--- src/rtl/ula_pkg.sv ---
// ============================================================================
// Module      : ula_pkg
// Description : Opcode constants and FSM state type shared by the ULA blocks.
// Revision    : 1.0
// ============================================================================
`default_nettype none

package ula_pkg;

    localparam logic [2:0] OP_ADD = 3'b000;
    localparam logic [2:0] OP_SUB = 3'b001;
    localparam logic [2:0] OP_AND = 3'b010;
    localparam logic [2:0] OP_OR  = 3'b011;
    localparam logic [2:0] OP_XOR = 3'b100;
    localparam logic [2:0] OP_SLT = 3'b101;
    localparam logic [2:0] OP_MUL = 3'b110;
    localparam logic [2:0] OP_SLL = 3'b111;

    typedef enum logic [1:0] {
        IDLE = 2'd0,
        RUN  = 2'd1,
        DONE = 2'd2
    } state_t;

endpackage

`default_nettype wire

--- src/rtl/ula_mul_seq.sv ---
// ============================================================================
// Module      : ula_mul_seq
// Description : Iterative shift-add multiplier, low WIDTH bits of a*b.
// Revision    : 1.0
// ============================================================================
`default_nettype none

module ula_mul_seq #(
    parameter int WIDTH = 8
) (
    input  logic             clk,
    input  logic             rst_n,
    input  logic             load,
    input  logic [WIDTH-1:0] a,
    input  logic [WIDTH-1:0] b,
    output logic [WIDTH-1:0] p,
    output logic             fin
);

    localparam int CW = $clog2(WIDTH);

    logic [WIDTH-1:0] mcand_q, mcand_d;
    logic [WIDTH-1:0] mplier_q, mplier_d;
    logic [WIDTH-1:0] acc_q, acc_d;
    logic [CW-1:0]    cnt_q, cnt_d;

    // The load cycle already performs the bit-0 step, leaving WIDTH-1 steps.
    always_comb begin
        mcand_d  = mcand_q;
        mplier_d = mplier_q;
        acc_d    = acc_q;
        cnt_d    = cnt_q;
        if (load) begin
            acc_d    = b[0] ? a : '0;
            mcand_d  = a << 1;
            mplier_d = b >> 1;
            cnt_d    = CW'(WIDTH - 1);
        end else if (cnt_q != '0) begin
            acc_d    = acc_q + (mplier_q[0] ? mcand_q : '0);
            mcand_d  = mcand_q << 1;
            mplier_d = mplier_q >> 1;
            cnt_d    = cnt_q - CW'(1);
        end
    end

    always_ff @(posedge clk or negedge rst_n) begin
        if (!rst_n) begin
            mcand_q  <= '0;
            mplier_q <= '0;
            acc_q    <= '0;
            cnt_q    <= '0;
        end else begin
            mcand_q  <= mcand_d;
            mplier_q <= mplier_d;
            acc_q    <= acc_d;
            cnt_q    <= cnt_d;
        end
    end

    assign p   = acc_q;
    assign fin = (cnt_q == '0);

endmodule

`default_nettype wire

--- src/rtl/ula_mc.sv ---
// ============================================================================
// Module      : ula_mc
// Description : Multi-cycle ALU: single-cycle logic/arith ops, iterative MUL.
// Revision    : 1.0
// ============================================================================
`default_nettype none

module ula_mc
    import ula_pkg::*;
#(
    parameter int WIDTH = 8,
    parameter int SHW   = $clog2(WIDTH)
) (
    input  logic             clk,
    input  logic             rst_n,
    input  logic             start,
    input  logic [WIDTH-1:0] SrcA,
    input  logic [WIDTH-1:0] SrcB,
    input  logic [2:0]       ULAControl,
    output logic             busy,
    output logic             done,
    output logic [WIDTH-1:0] ULAResult,
    output logic             Z,
    output logic             C,
    output logic             V
);

    state_t           state_q, state_d;
    logic [WIDTH-1:0] result_q, result_d;
    logic             z_q, z_d, c_q, c_d, v_q, v_d;

    logic [WIDTH:0]   sum_w, dif_w;
    logic [WIDTH-1:0] alu_res;
    logic             alu_c, alu_v;
    logic             mul_load;
    logic [WIDTH-1:0] mul_p;
    logic             mul_fin;

    ula_mul_seq #(.WIDTH(WIDTH)) u_mul (
        .clk   (clk),
        .rst_n (rst_n),
        .load  (mul_load),
        .a     (SrcA),
        .b     (SrcB),
        .p     (mul_p),
        .fin   (mul_fin)
    );

    // Single-cycle ops evaluate the live inputs; only their acceptance edge matters.
    always_comb begin
        sum_w   = {1'b0, SrcA} + {1'b0, SrcB};
        dif_w   = {1'b0, SrcA} + {1'b0, ~SrcB} + {{WIDTH{1'b0}}, 1'b1};
        alu_res = '0;
        alu_c   = 1'b0;
        alu_v   = 1'b0;
        case (ULAControl)
            OP_ADD: begin
                alu_res = sum_w[WIDTH-1:0];
                alu_c   = sum_w[WIDTH];
                alu_v   = (SrcA[WIDTH-1] == SrcB[WIDTH-1]) && (sum_w[WIDTH-1] != SrcA[WIDTH-1]);
            end
            OP_SUB: begin
                alu_res = dif_w[WIDTH-1:0];
                alu_c   = dif_w[WIDTH];
                alu_v   = (SrcA[WIDTH-1] != SrcB[WIDTH-1]) && (dif_w[WIDTH-1] != SrcA[WIDTH-1]);
            end
            OP_AND:  alu_res = SrcA & SrcB;
            OP_OR:   alu_res = SrcA | SrcB;
            OP_XOR:  alu_res = SrcA ^ SrcB;
            OP_SLT:  alu_res = {{(WIDTH-1){1'b0}}, (SrcA < SrcB)};
            OP_SLL:  alu_res = SrcA << SrcB[SHW-1:0];
            default: alu_res = '0;
        endcase
    end

    always_comb begin
        state_d  = state_q;
        result_d = result_q;
        z_d      = z_q;
        c_d      = c_q;
        v_d      = v_q;
        mul_load = 1'b0;
        case (state_q)
            IDLE: begin
                if (start) begin
                    if (ULAControl == OP_MUL) begin
                        state_d  = RUN;
                        mul_load = 1'b1;
                    end else begin
                        state_d  = DONE;
                        result_d = alu_res;
                        z_d      = (alu_res == '0);
                        c_d      = alu_c;
                        v_d      = alu_v;
                    end
                end
            end
            RUN: begin
                if (mul_fin) begin
                    state_d  = DONE;
                    result_d = mul_p;
                    z_d      = (mul_p == '0);
                    c_d      = 1'b0;
                    v_d      = 1'b0;
                end
            end
            DONE:    state_d = IDLE;
            default: state_d = IDLE;
        endcase
    end

    always_ff @(posedge clk or negedge rst_n) begin
        if (!rst_n) begin
            state_q  <= IDLE;
            result_q <= '0;
            z_q      <= 1'b0;
            c_q      <= 1'b0;
            v_q      <= 1'b0;
        end else begin
            state_q  <= state_d;
            result_q <= result_d;
            z_q      <= z_d;
            c_q      <= c_d;
            v_q      <= v_d;
        end
    end

    assign busy      = (state_q != IDLE);
    assign done      = (state_q == DONE);
    assign ULAResult = result_q;
    assign Z         = z_q;
    assign C         = c_q;
    assign V         = v_q;

endmodule

`default_nettype wire

--- config.mk ---
export PLATFORM = sky130hd
export DESIGN_NAME = ula_mc
export DESIGN_NICKNAME = d
export VERILOG_FILES = /design/src/rtl/ula_pkg.sv /design/src/rtl/ula_mul_seq.sv /design/src/rtl/ula_mc.sv
export SDC_FILE = /design/constraint.sdc
export NUM_CORES = 1
export LEC_CHECK = 0
export CAP_MARGIN = 20
export CORE_AREA = 2 2 93 95
export CTS_CLUSTER_SIZE = 30
export DETAILED_ROUTE_END_ITERATION = 6
export DIE_AREA = 0 0 95 97
export PLACE_DENSITY = 0.68
export SYNTH_ARGS = -nofsm -noshare
export SYNTH_HDL_FRONTEND = slang
export SYNTH_SLANG_ARGS = --single-unit
--- constraint.sdc ---
create_clock -name clk -period 4.3 [get_ports clk]
set_input_delay 0.86 -clock clk [delete_from_list [all_inputs] [get_ports clk]]
set_output_delay 0.86 -clock clk [all_outputs]
set_load 0.02 [all_outputs]
==> results_dict.tcl, run 1 <==
set metrics [dict create \
    cts_resizes 0 \
    detailedRoute.firstPassIterationCount 5 \
    min_path_type "register to register" \
    post_synth.cell_area_avg_sq_um 8.59 \
    clock_path_buffers 2 \
    synth_flop_cell "sky130_fd_sc_hd__dfrtp_1" \
    antenna_found_initial 0 \
    hold-path-endpoint "ULAResult[5]" \
    period_share 0.811 \
    ant_nets 0 \
    cts_hold_buffers 0 \
    timing_max_transition_violations_final 0 \
    floorplan.die_area_sq_mm 0.00922 \
    relSlewSlack 0.430 \
    wl_per_cell_um 17.1 \
    clock-root-buffer "sky130_fd_sc_hd__clkbuf_8" \
    critPathMaxFanout 10 \
    timing.final.ws_setup_ps 811 \
    cts_made_buffers 5 \
    antenna-diode-count 0 \
    postCtsSetupBuffers 0 \
    min_period_ps 3490 \
    seqPwrFrac 0.368 \
    setup_violations 0 \
    postSynthRegisterBits 38 \
    layout.nets 503 \
    whs_path_depth 1 \
    worst-endpoint-required_ps 4480 \
    dp_slack_ps 519 \
    switchingPower_mw 0.630 \
    mappedNetlistArea_sq_mm 0.00357 \
    cts_tree "yes" \
    p_int_mw 0.952 \
    clock-sinks 38 \
    power.clock.fraction 0.161 \
    port_buffers 34 \
    fin_tns_setup_ps 0 \
    fp.coreArea_sq_mm 0.00813 \
    synth_enable_flop_cells 0 \
    chipHeight_um 97 \
    critical_path_class "input pin to register" \
    yosysTopAreaCellShare 0.267 \
    ios 35 \
    timing.critical_path.to_type "register" \
    achievable-frequency_mhz 287 \
    timing.clock.skew_ps 2.77 \
    post-synth-top-area-cell "sky130_fd_sc_hd__dfrtp_1" \
    areaGrowthSynthToFinish_pct 13.8 \
    gr-total-overflow 0 \
    drc 0 \
    placementRows 33 \
    worstSetupStartpointType "input pin" \
    routed-via-count 3202 \
    worst_ir_drop_vdd_v 0.000161 \
    grt_use_total 0.211 \
    r2r.worst_path.cells 9 \
    avgViaCountPerCell 5.82 \
    grt_setup_unrepaired "false" \
    postRouteWirelength_um 9420 \
    sw_frac_of_total 0.398 \
    maxCapViolCount 0 \
    final_layout_size_suffix_gt1_frac 0.0809 \
    mappedNetlistNets 474 \
    status "complete, no violations" \
    async_flop_share 1.00 \
    layout.filler_cells 785 \
    worstHoldStart "ULAResult[5]" \
    grt_max_degree 39 \
    synthSimpleGateAreaFrac 0.181 \
    cellPowerDensity_mw_per_mm2 390 \
    synthTopCellsByArea "sky130_fd_sc_hd__dfrtp_1, sky130_fd_sc_hd__ha_1, sky130_fd_sc_hd__mux2i_1" \
    clk_pin_slew_ps 70 \
    setup.reg_to_reg.worst_slack_ps 1870 \
    clk-insertion-delay-late_ps 280 \
    worst_r2r_endpoint "Z" \
    hpwlAfterDp_um 7410 \
    fp.dieW_um 95 \
    synth_cell_types 61 \
    report.final.hold_viol_count 0 \
    reg2reg_from "u_mul.cnt_q[0]" \
    compound_cell_area_share_of_the_yosys_netlist 0.216 \
    synth_warnings 0 \
    synth_adder_area_share 0.136 \
    main_combinational_cell_family_by_area_after_synthesis "compound AO/OA/AOI/OAI gates" \
    p_leak_nw 1.86 \
    vias_in_the_first_global_route 3021 \
    routabilityCongestion 0.972 \
    starting_density_of_the_core 0.438 \
    share_of_synthesized_area_spent_on_multiplexers 0.0996 \
    crit_arrival_ps 3670 \
    worstMarginPinSlew_ps 855 \
    drt-initial-drc-count 282 \
    combPwrFrac 0.471 \
    grt_pass1_wl_um 15500 \
    ys_seq_area_frac 0.267 \
    synth_xor_xnor_area_share 0.0172 \
    cts.htree.levels 2 \
    synth_most_common_cell "sky130_fd_sc_hd__nand2_1" \
    post_synth_most_frequent_cells "sky130_fd_sc_hd__nand2_1, sky130_fd_sc_hd__dfrtp_1, sky130_fd_sc_hd__ha_1, sky130_fd_sc_hd__inv_1, sky130_fd_sc_hd__a21oi_1" \
    syn_inst 415 \
]
==> per-layer routing <==
metal,share of wire,track usage
met5,0,0
met4,0.015,0.0468
met3,0.058,0.0249
met2,0.46,0.324
met1,0.47,0.316
==> power by group through the flow <==
stage          logic (mW)  registers, mW  clock network (mW)
4_1_cts             0.746          0.581               0.268
6_report            0.745          0.581               0.255
2_1_floorplan       0.478          0.602                   0
3_3_place_gp        0.725          0.582                   0
5_1_grt             0.829          0.597               0.279
3_5_place_dp        0.743          0.588                   0
==> cell usage in the layout, fill, tap and decap left out, types with 3 or more instances in the layout <==
cell and count:
sky130_fd_sc_hd__nand2_1 43, sky130_fd_sc_hd__ha_1 34, sky130_fd_sc_hd__a211oi_1 5, sky130_fd_sc_hd__buf_4 13
sky130_fd_sc_hd__nor2_1 17, sky130_fd_sc_hd__nand4_1 3, sky130_fd_sc_hd__clkdlybuf4s50_1 33, sky130_fd_sc_hd__o21ai_0 28
sky130_fd_sc_hd__xnor2_1 4, sky130_fd_sc_hd__nand3b_1 3, sky130_fd_sc_hd__dfrtp_1 38, sky130_fd_sc_hd__o221ai_1 5
sky130_fd_sc_hd__inv_1 34, sky130_fd_sc_hd__a31oi_1 3, sky130_fd_sc_hd__o22ai_1 3, sky130_fd_sc_hd__nand2b_1 3
sky130_fd_sc_hd__a22oi_1 5, sky130_fd_sc_hd__a21o_1 6, sky130_fd_sc_hd__clkbuf_8 6, sky130_fd_sc_hd__a221o_1 3
sky130_fd_sc_hd__o21bai_1 3, sky130_fd_sc_hd__nand3_1 14, sky130_fd_sc_hd__nor3_1 12, sky130_fd_sc_hd__a21oi_1 29
sky130_fd_sc_hd__xor2_1 3, sky130_fd_sc_hd__nor2b_1 12, sky130_fd_sc_hd__mux4_2 6, sky130_fd_sc_hd__mux2i_1 22
sky130_fd_sc_hd__fa_1 3, sky130_fd_sc_hd__nor4_1 4, sky130_fd_sc_hd__and2_1 7
==> logic make-up after synthesis <==
kind of cell	Yosys count
compound gates	117
xor+xnor	7
fa+ha+maj	37
buf+inv	59
flops	38
mux	28
simple gates	129
==> state kept, by name, indices dropped and copies added (netlist names), 2 cells and up <==
register        count
u_mul.mcand_q       7
state_q             2
u_mul.p             8
u_mul.cnt_q         3
u_mul.mplier_q      7
ULAResult           8
==> critical path, stage by stage <==
cell and delay, ps:
sky130_fd_sc_hd__clkdlybuf4s50_1 650, sky130_fd_sc_hd__inv_1 80, sky130_fd_sc_hd__ha_1 440, sky130_fd_sc_hd__a21o_1 230
sky130_fd_sc_hd__a31o_1 220, sky130_fd_sc_hd__a31o_1 260, sky130_fd_sc_hd__a221o_1 370, sky130_fd_sc_hd__a211oi_2 290
sky130_fd_sc_hd__a211oi_1 120, sky130_fd_sc_hd__a21o_1 160
==> metrics by stage <==
step / utilization / hold slack (ps) / std cells / power, mW / cell area [sq um]
after floorplan: - / 467 / 415 / 1.08 / 3570
after global placement: 0.487 / 461 / 542 / 1.31 / 3960
after detailed placement: 0.487 / 473 / 542 / 1.33 / 3960
after CTS: 0.499 / 491 / 550 / 1.60 / 4060
after global routing: 0.499 / 508 / 550 / 1.71 / 4060
final: 0.499 / 486 / 550 / 1.58 / 4060
==> worst max path at each step <==
| stage | end | start | slack (ps) | cells after the start |
|---|---|---|---|---|
| 2_1_floorplan | ULAResult[5] | SrcB[1] | 1280 | 10 |
| 3_3_place_gp | ULAResult[6] | SrcA[3] | 580 | 10 |
| 3_5_place_dp | ULAResult[6] | SrcA[3] | 520 | 10 |
| 4_1_cts | ULAResult[6] | SrcA[3] | 820 | 10 |
| 5_1_grt | ULAResult[6] | SrcA[3] | 680 | 10 |
| 6_report | ULAResult[6] | SrcA[3] | 810 | 10 |
==> final cells by class <==
class	count	area (sq um)	area share
Clock buffer	6	82.6	0.0204
Clock inverter	2	12.5	0.00308
Inverter	34	128	0.0315
Multi-Input combinational cell	318	2320	0.572
Sequential cell	38	951	0.234
Tap cell	105	131	0.0324
Timing Repair Buffer	47	433	0.107
(Power assumes the default switching activity.)
==> run 2, diff against run 1 <==
- PLACE_DENSITY: 0.68 -> 0.7
- clock period: 4.3 -> 2.8 ns (I/O delays scaled with it)
==> results_dict.tcl, run 2 (synthesized netlist as in run 1, its figures left out) <==
set metrics [dict create \
    avgViaCountPerCell 5.74 \
    hpwlAfterDp_um 8000 \
    areaGrowthSynthToFinish_pct 29.2 \
    starting_density_of_the_core 0.438 \
    critPathLaunch "SrcB[2]" \
    postRouteWirelength_um 10500 \
    r2r.worst_path.cells 11 \
    layout.nets 561 \
    fp.coreArea_sq_mm 0.00813 \
    cts_made_buffers 5 \
    antenna_found_initial 0 \
    setup.reg_to_reg.worst_slack_ps 510 \
    timing.final.ws_setup_ps 78.0 \
    clk-insertion-delay-late_ps 300 \
    grt_use_total 0.233 \
    crit_path_end "Z" \
    ant_nets 0 \
    critical_path.max_stage_delay_ps 430 \
    grt_max_degree 39 \
    maxCapViolCount 0 \
    antenna-diode-count 0 \
    achievable-frequency_mhz 367 \
    clock-sinks 38 \
    routabilityCongestion 0.947 \
    layout.core_utilization 0.566 \
    dp_slack_ps -341 \
    fin_tns_setup_ps 0 \
    floorplan.die_area_sq_mm 0.00922 \
    cellPowerDensity_mw_per_mm2 556 \
    worstMarginPinSlew_ps 852 \
    p_total_mw 2.56 \
    worstSetupStartpointType "input pin" \
    status "complete, no violations" \
    port_buffers 34 \
    cp_slowest_cell "sky130_fd_sc_hd__clkdlybuf4s50_1" \
    p_leak_nw 2.21 \
    final_design_area_no_fill_sq_mm 0.00461 \
    routed-via-count 3489 \
    layout.filler_cells 716 \
    worst_r2r_endpoint "u_mul.p[7]" \
    min_period_ps 2720 \
    ios 35 \
    placementRows 33 \
    most_common_cell_after_layout_fill_and_taps_aside "sky130_fd_sc_hd__buf_4" \
    period_share 0.972 \
    drt-initial-drc-count 307 \
    final_layout_size_suffix_gt1_frac 0.211 \
    gr-total-overflow 0 \
    vias_in_the_first_global_route 3375 \
    report.final.hold_viol_count 0 \
    drc 0 \
    crit_arrival_ps 2940 \
    dp_cells 598 \
    clock-root-buffer "sky130_fd_sc_hd__clkbuf_8" \
    clock_path_buffers 2 \
    worst-endpoint-required_ps 3020 \
    reg2reg_from "u_mul.mplier_q[0]" \
    cts_hold_buffers 0 \
    timing.critical_path.to_type "register" \
    critical_path_class "input pin to register" \
    detailedRoute.firstPassIterationCount 5 \
    layout.cells.non_filler 608 \
    cts.htree.levels 2 \
    setup_violations 0 \
    worst_ir_drop_vdd_v 0.000325 \
    holdWs_ps 366 \
    grt_pass1_wl_um 16900 \
    clk_pin_slew_ps 80 \
    cts_tree "yes" \
    timing.clock.skew_ps 12.3 \
    cp_cell_sequence "clkdlybuf4s50_1 -> buf_4 -> ha_1 -> a21o_1 -> a31o_1 -> buf_4 -> a221o_2 -> a211o_1 -> nor2_1 -> nand4_1 -> o21ai_1" \
    chipHeight_um 97 \
    min_path_type "input pin to asynchronous set/reset pin" \
    most-common-layout-cells "sky130_fd_sc_hd__buf_4, sky130_fd_sc_hd__nand2_1, sky130_fd_sc_hd__dfrtp_1" \
    relSlewSlack 0.432 \
    fp.dieW_um 95 \
    most_repeated_library_cell_on_the_critical_path "sky130_fd_sc_hd__buf_4" \
    timing_max_transition_violations_final 0 \
    wl_per_cell_um 17.3 \
    placedInstanceArea_sq_mm 0.00441 \
    critPathMaxFanout 2 \
]
[run 2: cell types whose count changed in the layout (fill, tap and decap cells not counted), sizes merged]
cell / previous run / this run
clkinvlp: 1 / 0
buf: 14 / 72
dlymetal6s2s: 0 / 5
clkbuf: 6 / 7
clkdlybuf4s50: 33 / 28
[run 2: area by class of cell]
cell class / count / area (sq um) / share of cell area
timing repair buffer: 105 / 917 / 0.199
clock inverter: 1 / 5.00 / 0.00109
sequential: 38 / 951 / 0.206
tap: 105 / 131 / 0.0285
multi-input combinational: 318 / 2390 / 0.518
inverter: 34 / 128 / 0.0277
clock buffer: 7 / 86.3 / 0.0187
[run 2: report_power, final]
part	leakage, nW	total, mW	internal, mW	switching [mW]
logic	1.67	1.27	0.612	0.656
clock network	0.0482	0.396	0.199	0.198
registers	0.495	0.895	0.736	0.159
total	2.21	2.56	1.55	1.01
[run 2: critical path: cells and delay by family]
| kind | cells | cell delay (ps) |
|---|---|---|
| and+or+nand+nor | 2 | 240 |
| buffers and inverters | 3 | 720 |
| adders and majority gates | 1 | 200 |
| AOI/OAI and AO/OA | 5 | 1230 |
[run 2: layer usage]
metal / share of wire / vias up / global-route usage
li1: - / 1660 / -
met1: 0.44 / 1663 / 0.321
met2: 0.47 / 145 / 0.366
met3: 0.070 / 21 / 0.0444
met5: 0 / - / 0
met4: 0.021 / 0 / 0.0769
[run 2: worst min path at each step]
| stage | cells past startpoint | slack, ps | end | from |
|---|---|---|---|---|
| 5_1_grt | 1 | 450 | u_mul.p[3] | rst_n |
| 3_3_place_gp | 1 | 460 | ULAResult[5] | ULAResult[5] |
| 2_1_floorplan | 0 | 260 | C | rst_n |
| 4_1_cts | 1 | 400 | u_mul.p[3] | rst_n |
| 3_5_place_dp | 2 | 470 | ULAResult[4] | ULAResult[4] |
| 6_report | 1 | 370 | u_mul.p[3] | rst_n |
[run 2: what timing repair did]
action | 4_1_cts | 5_1_grt
setup buffers | 0 | 2
pin swaps | 3 | 5
resized for setup | 3 | 21
endpoints found under the setup margin | 5 | 10
